$ cat src/rtl/fifo_pkg.sv
// Shared FIFO definitions: read-mode encodings and the occupancy-count width helper.
package fifo_pkg;

    localparam int FIFO_MODE_STD  = 0;
    localparam int FIFO_MODE_FWFT = 1;

    // Occupancy runs 0..depth inclusive, hence depth+1 states.
    function automatic int fifo_count_width(input int depth);
        return $clog2(depth + 1);
    endfunction

endpackage

$ cat src/rtl/sync_dp_ram.sv
// Single-clock dual-port RAM: one write port, one read port that is either
// registered (reset/flushable, holds when idle) or asynchronous, selected by REG_RD.
module sync_dp_ram #(
    parameter int WIDTH  = 8,
    parameter int DEPTH  = 16,
    parameter bit REG_RD = 1'b1,
    localparam int AW    = (DEPTH > 1) ? $clog2(DEPTH) : 1
) (
    input  logic             clk,
    input  logic             rst,
    input  logic             clr,
    input  logic             we,
    input  logic [AW-1:0]    waddr,
    input  logic [WIDTH-1:0] wdata,
    input  logic             re,
    input  logic [AW-1:0]    raddr,
    output logic [WIDTH-1:0] rdata
);

    logic [WIDTH-1:0] mem [DEPTH];

    always_ff @(posedge clk) begin
        if (we) begin
            mem[waddr] <= wdata;
        end
    end

    generate
        if (REG_RD) begin : g_reg_rd
            always_ff @(posedge clk or posedge rst) begin
                if (rst) begin
                    rdata <= '0;
                end else if (clr) begin
                    rdata <= '0;
                end else if (re) begin
                    rdata <= mem[raddr];
                end
            end
        end else begin : g_async_rd
            assign rdata = mem[raddr];
        end
    endgenerate

endmodule

$ cat src/rtl/sync_fifo_cfg.sv
// Single-clock FIFO, any DEPTH, standard (1-cycle registered) or FWFT read; one write
// and one read per cycle; writes dropped when full, reads dropped when empty (sticky flags).
module sync_fifo_cfg
    import fifo_pkg::*;
#(
    parameter int WIDTH    = 8,
    parameter int DEPTH    = 16,
    parameter int AF_LEVEL = DEPTH - 2,
    parameter int AE_LEVEL = 2,
    parameter int FWFT     = FIFO_MODE_STD,
    localparam int CW      = fifo_count_width(DEPTH)
) (
    input  logic             clk,
    input  logic             rst,
    input  logic             clr,
    input  logic             winc,
    input  logic [WIDTH-1:0] wdata,
    input  logic             rinc,
    output logic [WIDTH-1:0] rdata,
    output logic             wfull,
    output logic             rempty,
    output logic             walmost_full,
    output logic             ralmost_empty,
    output logic [CW-1:0]    count,
    output logic             overflow,
    output logic             underflow
);

    localparam int AW = (DEPTH > 1) ? $clog2(DEPTH) : 1;

    generate
        if (WIDTH < 1 || DEPTH < 2 || AF_LEVEL < 1 || AF_LEVEL > DEPTH ||
            AE_LEVEL < 0 || AE_LEVEL > DEPTH - 1 ||
            (FWFT != FIFO_MODE_STD && FWFT != FIFO_MODE_FWFT)) begin : g_bad_param
            $error("sync_fifo_cfg: illegal parameter combination");
        end
    endgenerate

    logic [AW-1:0]    wptr;
    logic [AW-1:0]    rptr;
    logic             wen;
    logic             ren;
    logic [WIDTH-1:0] ram_rdata;

    // Explicit wrap so non-power-of-two depths work.
    function automatic logic [AW-1:0] next_ptr(input logic [AW-1:0] p);
        return (p == AW'(DEPTH - 1)) ? '0 : p + 1'b1;
    endfunction

    assign wen = winc & ~wfull  & ~clr;
    assign ren = rinc & ~rempty & ~clr;

    assign wfull         = (count == CW'(DEPTH));
    assign rempty        = (count == '0);
    assign walmost_full  = (count >= CW'(AF_LEVEL));
    assign ralmost_empty = (count <= CW'(AE_LEVEL));

    always_ff @(posedge clk or posedge rst) begin
        if (rst) begin
            wptr  <= '0;
            rptr  <= '0;
            count <= '0;
        end else if (clr) begin
            wptr  <= '0;
            rptr  <= '0;
            count <= '0;
        end else begin
            if (wen) wptr <= next_ptr(wptr);
            if (ren) rptr <= next_ptr(rptr);
            case ({wen, ren})
                2'b10:   count <= count + 1'b1;
                2'b01:   count <= count - 1'b1;
                default: count <= count;
            endcase
        end
    end

    always_ff @(posedge clk or posedge rst) begin
        if (rst) begin
            overflow  <= 1'b0;
            underflow <= 1'b0;
        end else if (clr) begin
            overflow  <= 1'b0;
            underflow <= 1'b0;
        end else begin
            if (winc && wfull)  overflow  <= 1'b1;
            if (rinc && rempty) underflow <= 1'b1;
        end
    end

    sync_dp_ram #(
        .WIDTH  (WIDTH),
        .DEPTH  (DEPTH),
        .REG_RD (FWFT == FIFO_MODE_STD)
    ) u_ram (
        .clk   (clk),
        .rst   (rst),
        .clr   (clr),
        .we    (wen),
        .waddr (wptr),
        .wdata (wdata),
        .re    (ren),
        .raddr (rptr),
        .rdata (ram_rdata)
    );

    // FWFT shows the head word directly; blank it when nothing valid is stored.
    generate
        if (FWFT == FIFO_MODE_FWFT) begin : g_fwft
            assign rdata = rempty ? '0 : ram_rdata;
        end else begin : g_std
            assign rdata = ram_rdata;
        end
    endgenerate

endmodule
$ cat config.mk
export PLATFORM = sky130hd
export DESIGN_NAME = sync_fifo_cfg
export DESIGN_NICKNAME = d
export VERILOG_FILES = /design/src/rtl/fifo_pkg.sv /design/src/rtl/sync_dp_ram.sv /design/src/rtl/sync_fifo_cfg.sv
export SDC_FILE = /design/constraint.sdc
export NUM_CORES = 1
export LEC_CHECK = 0
export BUFFER_PORTS_ARGS = -buffer_cell sky130_fd_sc_hd__buf_4
export CAP_MARGIN = 20
export CORE_AREA = 2 2 112 114
export CTS_BUF_LIST = sky130_fd_sc_hd__clkbuf_4
export CTS_CLUSTER_SIZE = 10
export DETAILED_ROUTE_END_ITERATION = 10
export DIE_AREA = 0 0 114 116
export PLACE_DENSITY = 0.71
export SYNTH_ARGS = -nofsm -noshare
export SYNTH_HDL_FRONTEND = slang
export SYNTH_SLANG_ARGS = --single-unit
$ cat constraint.sdc
create_clock -name clk -period 5.4 [get_ports clk]
set_clock_uncertainty 0.05 [all_clocks]
set_input_delay 0.27 -clock clk [delete_from_list [all_inputs] [get_ports clk]]
set_output_delay 0.27 -clock clk [all_outputs]
set_load 0.1 [all_outputs]
==> impl_metrics.ini, run 1 <==
[routing]
viasPerCell = 5.98
wl_per_cell_um = 21.3
vias = 3311
drtIter0Drc = 411
ant_nets = 0
drc = 0
firstDrtPassIters = 4
wl_mm = 11.8

[synth]
ys_async_sr_fraction_pct = 15.2
syn_nets = 370
synth_area_per_cell_um2 = 18.3
synthesis.area_mm2 = 0.00642
yosys.area_share.simple_pct = 5.11
synth.distinct_cells = 45
yosysWarnings = 0
synth_ff_type = edfxtp_1
ys_seq_area_share_pct = 68.8
synth_adder_area_share_pct = 1.36
synth_edf_count = 128
synth_mux_area_share_pct = 16.8
synth-seq-cells = 151
synth_cells = 350
synth-xor-area-share_pct = 0.818
synth_top_family_by_area = multiplexers
synth-compound-area-share_pct = 4.93

[floorplan]
die_h_um = 116
row_count = 40
die_w_um = 114
design.core.area_mm2 = 0.0119
initial_core_util_pct = 53.9
dieArea_mm2 = 0.0132
boundaryPins = 32

[timing]
min_period_ns = 2.96
post-route-period-util_pct = 54.8
worst_slew_pin_slew_ns = 0.990
finalSetupTns_ns = 0
drv_slew = 0
finalSetupViolCount = 0
rsz0062_at_grt = false
hold_viol = 0
clock.fmax_ghz = 0.338
slew_headroom_pct = 33.8

[critical_path]
critPathMaxFanout = 10
cp-start-kind = flip-flop
endpoint_kind = flip-flop
arrival_ns = 3.33
reg2reg_slack_ns = 2.44
required_ns = 5.77
path_class = reg -> reg

[global_routing]
grtUsageTotal_pct = 19.2
grt_pass1_wl_mm = 18.4
overflow = 0
grt_max_degree = 37
grt_pass1_vias = 3323
antenna_found_initial = 0

[placed_design]
dp_cells = 512
portBuffers = 31
gp_congestion = 0.837
post-dp-hpwl_mm = 7.51

[clock_tree]
cts_tree = built
cts_sinks = 151
root_buffer = clkbuf_4
cts_resized = 0
cts_setup_buffers = 0
clk_path_buf_depth = 2
cts-buffers-inserted = 17
postCtsHoldBufs = 10
cts.htree.levels = 4
insertion_delay_ns = 0.52
path_clk_slew_ns = 0.12

[final_layout]
drive_gt1_share_pct = 19.9
final_cell_count_no_fill = 554
syn2layout_area_growth_pct = 11.7
finalNetCount = 414
diodes = 0

[min_path]
hp-class = in -> reg

[power]
vdd_ir_drop_max_mv = 0.224
finalPower_uw = 3320
p_leak_uw = 0.00251
power_density_mw_per_mm2 = 463

[run_status]
status = finished clean

[job]
drv_cap = 0
## layer usage
layer	wire [µm]	vias up	track usage [%]
li1	-	1514	-
met1	5310	1682	26.7
met2	5700	111	29.6
met3	732	4	5.18
met4	65	0	6.99
met5	0	-	0
## final cells by class
class / instances / area [µm²]
clock buffers: 19 / 143
clock inverters: 13 / 166
fillers: 885 / 4740
inverters: 6 / 22.5
multi-input cells: 172 / 1870
flip-flops and latches: 151 / 4420
well taps: 147 / 184
repair buffers: 46 / 368
## path summary, 6_finish.rpt
check	from	end	cells past startpoint
worst max-delay path	count[3]	count[4]	9
worst min-delay path	rinc	underflow	3
worst max register to register	count[3]	count[4]	9
worst min register to register	underflow	underflow	2
max in group asynchronous	rst	rptr[1]	3
min in group asynchronous	rst	u_ram.rdata[0]	3
## sequential cells by signal, indices dropped and copies added, names as in the netlist
register,count
count,5
overflow,1
rptr,4
u_ram.mem,128
u_ram.rdata,8
underflow,1
wptr,4
## stage by stage
step           hold slack (ns)  utilization [%]  instance area [µm²]  setup slack, ns
2_1_floorplan            0.222                -                 6420            0.588
3_3_place_gp             0.434             56.7                 6750             2.56
3_5_place_dp             0.445             56.8                 6760             2.46
4_1_cts                0.00750             60.2                 7170             2.44
5_1_grt                 0.0628             60.2                 7170             2.23
6_report                0.0512             60.2                 7170             2.44
## cells in the mapped netlist, drive strengths merged, types with 2 or more instances
master	count	share of area [%]
inv	6	0.35
nor2b	3	0.29
o21ai	10	0.78
nand2	15	0.88
a21o	2	0.23
ha	7	1.4
or4	2	0.29
mux4	40	16
nor2	28	1.6
nand3	5	0.39
xnor2	2	0.27
buf	8	1.0
clkbuf	13	0.76
nor3	5	0.39
a22o	8	1.1
edfxtp	128	60
mux2i	6	0.94
nand2b	4	0.39
xor2	4	0.55
a21oi	11	0.86
dfrtp	23	9.0
or3	2	0.19
a21boi	3	0.41
## power by group
group / switching [µW] / internal, µW / total (µW)
Sequential: 106 / 1320 / 1420
Clock: 393 / 337 / 730
Combinational: 764 / 403 / 1170
Total: 1260 / 2060 / 3320
## cells in the final DEF, fill, tap and decap left out, types with 2 or more instances in the layout
cell,instances
a21o_1,2
bufinv_16,3
inv_6,5
mux2i_1,6
nand2_1,15
edfxtp_1,128
a21oi_1,11
nor2_1,28
nand2b_1,4
dlygate4sd3_1,10
mux4_2,8
xnor2_1,2
buf_4,35
ha_1,7
nand3_1,5
inv_1,6
mux4_1,32
a21boi_0,2
or3_1,2
dfrtp_1,22
nor3_1,5
o21ai_0,9
a22o_1,8
clkinvlp_4,2
xor2_1,4
nor2b_1,3
clkbuf_4,19
## critical path, cell delays in order (launching register included)
cell and delay (ns):
dfrtp_1 0.54, or4_4 0.63, o211ai_2 0.23, xnor2_1 0.11, ha_1 0.24, or3_1 0.31, a21oi_1 0.29, mux2i_1 0.22
o22ai_1 0.10, o2bb2ai_1 0.13
## logic make-up after synthesis
group,after synthesis
XOR/XNOR,6
AND/OR/NAND/NOR,68
flip-flops,151
AO/OA/AOI/OAI,45
buffers and inverters,27
adder cells (fa/ha/maj),7
multiplexers,46
Power figures use the tool's default switching activity.
==> run 2, diff against run 1 <==
--- a/config.mk
+++ b/config.mk
@@ -5,13 +5,14 @@
 export SDC_FILE = /design/constraint.sdc
 export NUM_CORES = 1
 export LEC_CHECK = 0
+export ABC_AREA = 1
 export BUFFER_PORTS_ARGS = -buffer_cell sky130_fd_sc_hd__buf_4
 export CAP_MARGIN = 20
-export CORE_AREA = 2 2 112 114
+export CORE_AREA = 2 2 111 113
 export CTS_BUF_LIST = sky130_fd_sc_hd__clkbuf_4
 export CTS_CLUSTER_SIZE = 10
 export DETAILED_ROUTE_END_ITERATION = 10
-export DIE_AREA = 0 0 114 116
+export DIE_AREA = 0 0 113 115
 export PLACE_DENSITY = 0.71
 export SYNTH_ARGS = -nofsm -noshare
 export SYNTH_HDL_FRONTEND = slang
==> constraint.sdc (replaced) <==
create_clock -name clk -period 2.77 [get_ports clk]
set_clock_uncertainty 0.05 [all_clocks]
set_input_delay 0.1385 -clock clk [delete_from_list [all_inputs] [get_ports clk]]
set_output_delay 0.1385 -clock clk [all_outputs]
set_load 0.1 [all_outputs]
==> run 2 against run 1 <==
  * The run now ends with DRC left
  * Register-to-register slack worse by 1.9 ns
  * Fmax rose by 30%
  * Total power grew 110%
  * Die area decreased by 1.7%
  * Wire length is 21% higher
  * Critical path depth down 3
  * Non-clock buffer count is 6 higher
  * Via count increased by 29%
  * Core utilization increased by 0.097 points
  * Global-route usage increased by 4.1 points
  * Sequential power increased by 90%
  * Largest cell class unchanged
  * Highest routed layer unchanged
==> impl_metrics.ini, run 2 <==
[run_status]
status = complete, but fails checks
violations = DRC

[global_routing]
antenna_found_initial = 0
grt_pass1_wl_mm = 22.5
grt_pass1_vias = 4273
grtUsageTotal_pct = 23.3
grt_max_degree = 67
overflow = 0

[timing]
worst_slew_pin_slew_ns = 0.907
clock.fmax_ghz = 0.439
rsz0062_at_grt = false
slew_headroom_pct = 39.4
min_period_ns = 2.28
finalSetupTns_ns = 0
drv_slew = 0
finalSetupViolCount = 0
post-route-period-util_pct = 82.3
hold_viol = 0

[final_layout]
syn2layout_area_growth_pct = 13.0
diodes = 0
multi_input_area_mm2 = 0.00165
largest_reg_flops = 128
fin_area_mm2 = 0.00712
seqCellArea_mm2 = 0.00442
finalNetCount = 590
final_cell_count_no_fill = 729
final_common_cell = edfxtp_1
reg_top3 = u_ram.mem x128, u_ram.rdata x8, count x5
layout_common_cells = 128 x edfxtp_1, 90 x nor2_1, 79 x o21ai_0, 53 x nand2_1, 38 x buf_4
fillers = 928
largest_register = u_ram.mem
drive_gt1_share_pct = 14.4

[critical_path]
path_class = reg -> reg
critical-path-top-delay-family = simple AND/OR/NAND/NOR gates
slowest_delay_ns = 0.63
crit_chain = nor2_1 -> nand3_2 -> nand3_2 -> inv_1 -> nand2_1 -> nor2_1
endpoint_kind = flip-flop
cp-start-kind = flip-flop
required_ns = 2.91
critPathMaxFanout = 8
cp_slowest_cell = nor2_1
arrival_ns = 2.42
cp_num_buf_inv = 1

[placed_design]
post-dp-hpwl_mm = 9.36
place_area_mm2 = 0.00666
portBuffers = 31
dp_cells = 685
gp_congestion = 0.914

[power]
vdd_ir_drop_max_mv = 0.705
power_density_mw_per_mm2 = 961
p_leak_uw = 0.00264

[synth]
ys_top_cells_by_count = 128 x edfxtp_1, 90 x nor2_1, 79 x o21ai_0, 53 x nand2_1, 27 x nand3_1
ys_seq_area_share_pct = 70.1
synth_top_family_by_area = simple AND/OR/NAND/NOR gates
yosys.area_share.simple_pct = 12.7
synth_cells = 526
syn_nets = 546
synth_adder_area_share_pct = 1.39
yosysWarnings = 0
synth_mux_area_share_pct = 0
ys_async_sr_fraction_pct = 15.2
synth_edf_count = 128
synth-seq-cells = 151
synth_ff_type = edfxtp_1
synthesis.area_mm2 = 0.00630
synth.distinct_cells = 29
synth-compound-area-share_pct = 11.6
synth_area_per_cell_um2 = 12.0
synth-xor-area-share_pct = 0.556
synth.most_common_cell = edfxtp_1
synth_area_leaders = edfxtp_1 61%, dfrtp_1 9.1%, o21ai_0 6.3%
synth_area_leader_cell = edfxtp_1
yosysTopAreaCellShare_pct = 61.0

[clock_tree]
root_buffer = clkbuf_4
insertion_delay_ns = 0.54
clk_path_buf_depth = 2
cts_sinks = 151
cts.htree.levels = 4
cts_tree = built
path_clk_slew_ns = 0.13
cts-buffers-inserted = 17

[min_path]
hp-class = in -> async

[routing]
viasPerCell = 5.88
firstDrtPassIters = 11
wl_per_cell_um = 19.6
wl_mm = 14.3
drc = 1
ant_nets = 0
vias = 4284
drtIter0Drc = 557

[floorplan]
initial_core_util_pct = 53.4
boundaryPins = 32
die_h_um = 115
design.core.area_mm2 = 0.0118
dieArea_mm2 = 0.0130
row_count = 40
die_w_um = 113

[job]
drv_cap = 0
run 2: cell count changes after synthesis, sizes merged, moves of 6 or more:
cell    previous run  this run
a21oi             11         4
o22ai              1        20
nand3              5        30
a22o               8         0
o221ai             1        17
mux2i              6         0
nand2             15        58
nor2              28        93
inv                6        25
mux4              40         0
o21ai             10        84
run 2: cell type report:
type                            count  share of cell area, %
Timing Repair Buffer               52                   6.11
Sequential cell                   151                   62.1
Tap cell                          147                   2.58
Inverter                           26                   1.37
Clock inverter                     13                   2.78
Clock buffer                       18                   1.90
Multi-Input combinational cell    322                   23.2
run 2: routing by layer:
metal,vias up,GRT usage [%],share of wire [%]
met1,2092,30.3,41
met2,176,38.8,51
met3,26,5.06,5.4
met4,0,8.86,2.1
li1,1990,-,-
met5,-,0,0
run 2: repair_timing:
action | in CTS | in global routing
gates resized for setup | 0 | 0
hold buffers | 13 | 0
setup buffers | 0 | 0
hold endpoints to repair | 169 | 0
run 2: worst register-to-register path, delay by kind of cell, from the launching register on:
kind                   cells  cell delay, ns
buffers and inverters      1            0.21
flip-flops                 1            0.47
AND/OR/NAND/NOR            5            1.18
run 2: path summary, 6_finish.rpt:
kind	start	to	slack, ns	depth (start not counted)
setup reg to reg	count[0]	u_ram.mem[1][0]	0.49	6
setup / recovery	count[0]	u_ram.mem[1][0]	0.49	6
max in group asynchronous	rst	rptr[0]	1.78	3
hold / removal	rst	u_ram.rdata[5]	0.28	3
min in group clk	clr	underflow	0.31	3
hold reg to reg	underflow	underflow	0.47	2
run 2: cell families after synthesis:
family          after synthesis
simple gates                184
compound gates              127
fa+ha+maj                     7
buf+inv                      53
flops                       151
xor+xnor                      4
run 2: through the flow:
step	setup WS (ns)	hold slack (ns)	power [µW]	util [%]
2_1_floorplan	0.280	0.0904	4690	-
3_3_place_gp	0.648	0.320	5280	56.4
3_5_place_dp	0.554	0.323	5320	56.4
4_1_cts	0.519	0.271	6860	60.3
5_1_grt	0.388	0.282	7160	60.3
6_report	0.490	0.281	6850	60.3
run 2: power by group:
group / internal (µW) / leakage [µW] / switching [µW] / total (µW)
clock network: 736 / 0.000167 / 817 / 1550
logic: 604 / 0.00101 / 1990 / 2590
registers: 2590 / 0.00146 / 112 / 2700
